$ cat src/rtl/rr5_arbiter.sv
// Five-way round-robin arbiter with a one-hot rotating priority pointer; state updates on the falling clock edge.
// Optional grant timeout (cnt/mask/tmo revoke path) is built when RR5_TIMEOUT_EN is defined.
module rr5_arbiter #(
  parameter int QUANTUM = 8
) (
  input  logic       i_clk,
  input  logic       i_reset,
  input  logic       i_en,
  input  logic [4:0] i_req,
  output logic [4:0] o_gnt,
  output logic [2:0] o_gid,
  output logic       o_busy,
  output logic [4:0] o_ptr,
  output logic       o_max,
  output logic       o_tmo
);

  typedef enum logic {IDLE = 1'b0, GRANT = 1'b1} state_t;

  state_t     r_state, w_state_nxt;
  logic [4:0] r_gnt, w_gnt_nxt;
  logic [4:0] r_ptr, w_ptr_nxt;
  logic [4:0] w_mask, w_elig, w_win, w_scan;
  logic       w_hold_req;

  if (QUANTUM < 2 || QUANTUM > 15) begin : g_bad_quantum
    $error("rr5_arbiter: QUANTUM must be in 2..15");
  end

  function automatic logic [4:0] rotl1(input logic [4:0] v);
    return {v[3:0], v[4]};
  endfunction

`ifdef RR5_TIMEOUT_EN
  localparam logic [3:0] QLAST = 4'(QUANTUM - 1);
  logic [3:0] r_cnt, w_cnt_nxt;
  logic [4:0] r_mask, w_mask_nxt;
  logic       r_tmo, w_tmo_nxt;
  assign w_mask = r_mask;
  assign o_tmo  = r_tmo;
`else
  assign w_mask = '0;
  assign o_tmo  = 1'b0;
`endif

  assign w_elig     = i_req & ~w_mask;
  assign w_hold_req = |(i_req & r_gnt);

  // Walk the pointer bit around the ring; the first eligible position wins.
  always_comb begin
    w_win  = '0;
    w_scan = r_ptr;
    for (int k = 0; k < 5; k++) begin
      if (w_win == '0 && (w_scan & w_elig) != '0) w_win = w_scan;
      w_scan = rotl1(w_scan);
    end
  end

  always_comb begin
    w_state_nxt = r_state;
    w_gnt_nxt   = r_gnt;
    w_ptr_nxt   = r_ptr;
`ifdef RR5_TIMEOUT_EN
    w_cnt_nxt   = r_cnt;
    w_mask_nxt  = r_mask & i_req;  // a dropped request re-arms its requester, even when frozen
    w_tmo_nxt   = 1'b0;
`endif
    if (i_en) begin
      case (r_state)
        IDLE: begin
          if (w_elig != '0) begin
            w_state_nxt = GRANT;
            w_gnt_nxt   = w_win;
`ifdef RR5_TIMEOUT_EN
            w_cnt_nxt   = '0;
`endif
          end
        end
        GRANT: begin
          if (!w_hold_req) begin
            w_state_nxt = IDLE;
            w_gnt_nxt   = '0;
            w_ptr_nxt   = rotl1(r_gnt);
          end
`ifdef RR5_TIMEOUT_EN
          else if (r_cnt == QLAST) begin
            w_state_nxt = IDLE;
            w_gnt_nxt   = '0;
            w_ptr_nxt   = rotl1(r_gnt);
            w_mask_nxt  = (r_mask & i_req) | r_gnt;
            w_tmo_nxt   = 1'b1;
          end else begin
            w_cnt_nxt   = r_cnt + 4'd1;
          end
`endif
        end
        default: w_state_nxt = IDLE;
      endcase
    end
  end

  always_ff @(negedge i_clk) begin
    if (i_reset) begin
      r_state <= IDLE;
      r_gnt   <= '0;
      r_ptr   <= 5'b00001;
    end else begin
      r_state <= w_state_nxt;
      r_gnt   <= w_gnt_nxt;
      r_ptr   <= w_ptr_nxt;
    end
  end

`ifdef RR5_TIMEOUT_EN
  always_ff @(negedge i_clk) begin
    if (i_reset) begin
      r_cnt  <= '0;
      r_mask <= '0;
      r_tmo  <= 1'b0;
    end else begin
      r_cnt  <= w_cnt_nxt;
      r_mask <= w_mask_nxt;
      r_tmo  <= w_tmo_nxt;
    end
  end
`endif

  always_comb begin
    o_gid = 3'd0;
    case (r_gnt)
      5'b00010: o_gid = 3'd1;
      5'b00100: o_gid = 3'd2;
      5'b01000: o_gid = 3'd3;
      5'b10000: o_gid = 3'd4;
      default:  o_gid = 3'd0;
    endcase
  end

  assign o_gnt  = r_gnt;
  assign o_busy = |r_gnt;
  assign o_ptr  = r_ptr;
  assign o_max  = r_ptr[4];

endmodule
$ cat config.mk
export PLATFORM = sky130hd
export DESIGN_NAME = rr5_arbiter
export DESIGN_NICKNAME = d
export VERILOG_FILES = /design/src/rtl/rr5_arbiter.sv
export SDC_FILE = /design/constraint.sdc
export NUM_CORES = 1
export LEC_CHECK = 0
export BUFFER_PORTS_ARGS = -buffer_cell sky130_fd_sc_hd__buf_2
export CAP_MARGIN = 20
export CORE_UTILIZATION = 38
export DETAILED_ROUTE_END_ITERATION = 8
export HOLD_SLACK_MARGIN = 0.15
export PLACE_DENSITY = 0.55
export SYNTH_ARGS = -nofsm -noshare
export SYNTH_HDL_FRONTEND = slang
export SYNTH_SLANG_ARGS = --single-unit
$ cat constraint.sdc
create_clock -name i_clk -period 2.1 [get_ports i_clk]
set_input_delay 0.105 -clock i_clk [delete_from_list [all_inputs] [get_ports i_clk]]
set_output_delay 0.105 -clock i_clk [all_outputs]
set_load 0.05 [all_outputs]
==> Word level (Yosys, flattened, before mapping) <==
Index checks and enable logic that the tools add are counted.
Widths: inputs -> output; s select.
{ "op_classes": {"n_bitwise": 8, "muxes": 12, "n_eq_ne": 6, "n_lt_le_gt_ge": 0, "shift": 0, "n_div": 0, "n_reduce_logical": 18, "n_mul": 0, "n_addsub": 0} }
{ "ops": {"columns": ["cell", "count"], "rows": [
  ["$mux 5", 7],
  ["$and 5x5->5", 6],
  ["$reduce_bool 5->1", 6],
  ["$logic_not 5->1", 4],
  ["$pmux 3 s4", 1],
  ["$pmux 5 s2", 1],
  ["$reduce_or 5->1", 2],
  ["$reduce_and 3->1", 2],
  ["$eq 5x2->1 const B", 1],
  ["$eq 5x3->1 const B", 1],
  ["$eq 5x4->1 const B", 1],
  ["$eq 5x5->1 const B", 1],
  ["$logic_and 1x1->1", 4],
  ["$ne 2x2->1 const B", 2],
  ["$mux 1", 2],
  ["$not 1->1", 2],
  ["$pmux 1 s2", 1]
]} }
{ "totals": {"mem_count": 0, "ram_bits": 0, "latch_bits": 0, "mem_bits_ro": 0, "elab_cells": 47, "ff_bits": 11} }

==> Logic depth before layout (Yosys ltp) <==
{ "logic_depth": {"ltp_word": 17, "mapped_depth": 8} }

==> summary.txt <==
Synthesis
  – Synth cell types: 50
  – Synth Register Bits: 11
  – Post-Syn Area: 0.00108 mm²
  – FFs w/ async S/R, synth: 0%
  – Number of flops mapped to enable cells by yosys: 0
  – Seq/Total Area, Yosys: 20.5%
  – Synth top area cells: dfxtp_1 20%, a222oi_1 5.6%, nand2_1 5.2%
  – Post-synth top area share: 20.5%
  – Post-synth top area cell: dfxtp_1
  – Syn Area/Cell: 8.03 µm²
  – Post-synth top cells: 15 x nand2_1, 11 x dfxtp_1, 11 x nor2_1
  – Post-Syn Instances: 134
  – Main synth FF type: dfxtp_1
  – Most frequent cell after synthesis: nand2_1
  – Yosys warning count: 0
  – Mapped Nets: 142

Power and ir drop
  – VDD IR max: 509 µV
  – PwrDens: 468 mW/mm²
  – Lkg Pwr: 0.888 nW
  – Tot Pwr: 900 µW

Clock tree
  – TritonCTS Buffers: 3
  – Num Clock Sinks: 11
  – TritonCTS clock tree: built
  – Clock-pin slew on the worst setup and hold paths: 60 ps
  – Clock Latency Late Sink: 340 ps
  – Clock Tree Root: clkbuf_4
  – Clock Path Buffers: 2
  – H-tree depth: 1

Floorplanning
  – Io pins: 24
  – FP Rows: 18
  – Area of the core: 0.00257 mm²
  – Full die area: 0.00305 mm²
  – Die Y: 55.2 µm
  – Initial Utilization: 41.9%
  – Die Wd: 55.2 µm

Drt
  – DR iter-0 viols: 88
  – TritonRoute pass-1 iters: 6
  – Routed WL per cell: 17.6 µm
  – Post-route ant nets: 0
  – Total detailed-routing wirelength: 4180 µm
  – Drc violations: 0
  – Via count: 1411
  – Vias per cell: 5.95

Timing
  – RSZ-0062 raised after global routing: yes
  – Final setup viols: 14
  – Hold WS: 594 ps
  – Max Slew Vio Count: 0
  – Clock Skew: 22.6 ps
  – TNS Setup: -3070 ps
  – Fin. Hold Viols: 0
  – Final worst slack: -388 ps

Worst setup path
  – CP Class: in2reg
  – Worst Setup End Kind: flop
  – Max Fanout on Critical Path: 5
  – FF-to-FF Start: o_ptr[3]
  – Crit path arrival time: 1690 ps
  – Required time worst endpoint: 1300 ps
  – Launch point of the worst path: i_req[0]
  – Crit start category: input port

Final layout
  – Layout area overhead: 78.6%
  – Fin area: 0.00192 mm²
  – Multi-input logic area: 876 µm²
  – Core Util, Final: 74.9%
  – # fillers: 201
  – Fin nets: 216
  – Share of cells above drive strength 1: 55.6%
  – Reg area: 248 µm²
  – Diode count: 0

Status
  – Status: finished with violations
  – Violated checks: negative setup slack

Hold path
  – Worst hold path type: reg2reg
  – Min-delay src: r_state

Place
  – GP Congestion: 0.895
  – Detail Placement HPWL: 2750 µm
  – Cell Area, Placed: 0.00150 mm²
  – PortBufs: 22

Global routing
  – Global route overflow: 0
  – First-pass GRT wire length: 6300 µm
  – Antenna violations before repair: 0
  – Vias in the first global route: 1345
  – Largest net degree at the start of global routing: 11
  – Tot GR Track Use: 25.7%

Flow run
  – Max-capacitance violation count: 0
-- final timing paths --
path                            cells after the start  slack [ps]       end
worst max-delay path                                8        -390  o_gnt[1]
worst min-delay path                                1         590   r_state
worst max register to register                      7          80  o_gnt[1]
worst min register to register                      1         590   r_state
-- layout make-up --
| type | count | share of cell area [%] |
|---|---|---|
| Clock inverter | 12 | 2.34 |
| Timing Repair Buffer | 72 | 35.3 |
| Sequential cell | 11 | 12.9 |
| Clock buffer | 3 | 1.17 |
| Tap cell | 30 | 1.95 |
| Multi-Input combinational cell | 105 | 45.6 |
| Inverter | 4 | 0.781 |
-- flip-flops by register name, summed over array words and instances, names as in the netlist --
register / flops
r_state: 1
o_ptr: 5
o_gnt: 5
-- timing repair --
item | 4_1_cts | 5_1_grt
endpoints found under the hold margin | 0 | 0
gates resized for setup | 59 | 29
gates cloned | 0 | 0
pin swaps | 18 | 16
setup endpoints to repair | 20 | 16
buffers inserted | 6 | 5
hold buffers | 0 | 0
-- logic make-up after synthesis --
| family | count (synthesis) | share of synthesized area (%) |
|---|---|---|
| flops | 11 | 20.5 |
| mux | 6 | 5.70 |
| simple gates | 50 | 23.8 |
| compound gates | 46 | 37.4 |
| xor+xnor | 2 | 1.63 |
| buf+inv | 18 | 10.6 |
| other cells | 1 | 0.349 |
-- power by group --
| part | leakage (nW) | internal, mW | switching (mW) | total, mW |
|---|---|---|---|---|
| Sequential | 0.0952 | 0.216 | 0.0190 | 0.235 |
| Combinational | 0.715 | 0.208 | 0.230 | 0.437 |
| Clock | 0.0777 | 0.0965 | 0.131 | 0.227 |
| Total | 0.888 | 0.520 | 0.380 | 0.900 |
-- cell usage in the layout, fill, tap and decap left out, drive strengths merged, types with 2 or more instances in the layout --
cell,instances
a21oi,6
nor3,4
and3,2
a22oi,7
buf,72
o2bb2ai,3
a22o,3
dfxtp,11
mux2i,5
a31oi,2
a222oi,6
a211oi,4
clkbuf,3
nor4,3
nand4,5
nand2,15
o21ai,4
inv,16
nor2,11
nand3,3
a211o,2
o22ai,2
and2,3
-- stage by stage --
stage	setup WS, ps	std cells
final	-388	237
after global routing	-466	237
after CTS	-342	234
after detailed placement	-774	214
after global placement	-728	214
after floorplan	-604	134
-- layer usage --
metal	part of all wire [%]	routed length, µm	vias up	track usage (%)
met5	0	0	-	0
met4	1.4	58	0	5.71
met3	6.7	280	8	5.85
met2	53	2210	75	45.6
met1	39	1630	663	31.5
li1	-	-	665	-
-- critical path, cell delays in order --
cell and delay (ps):
buf_8 100, a222oi_1 350, buf_4 190, and2_4 170, a31oi_4 80, a221oi_4 340
nand4_1 120, a31oi_1 220
Power figures use the tool's default switching activity.
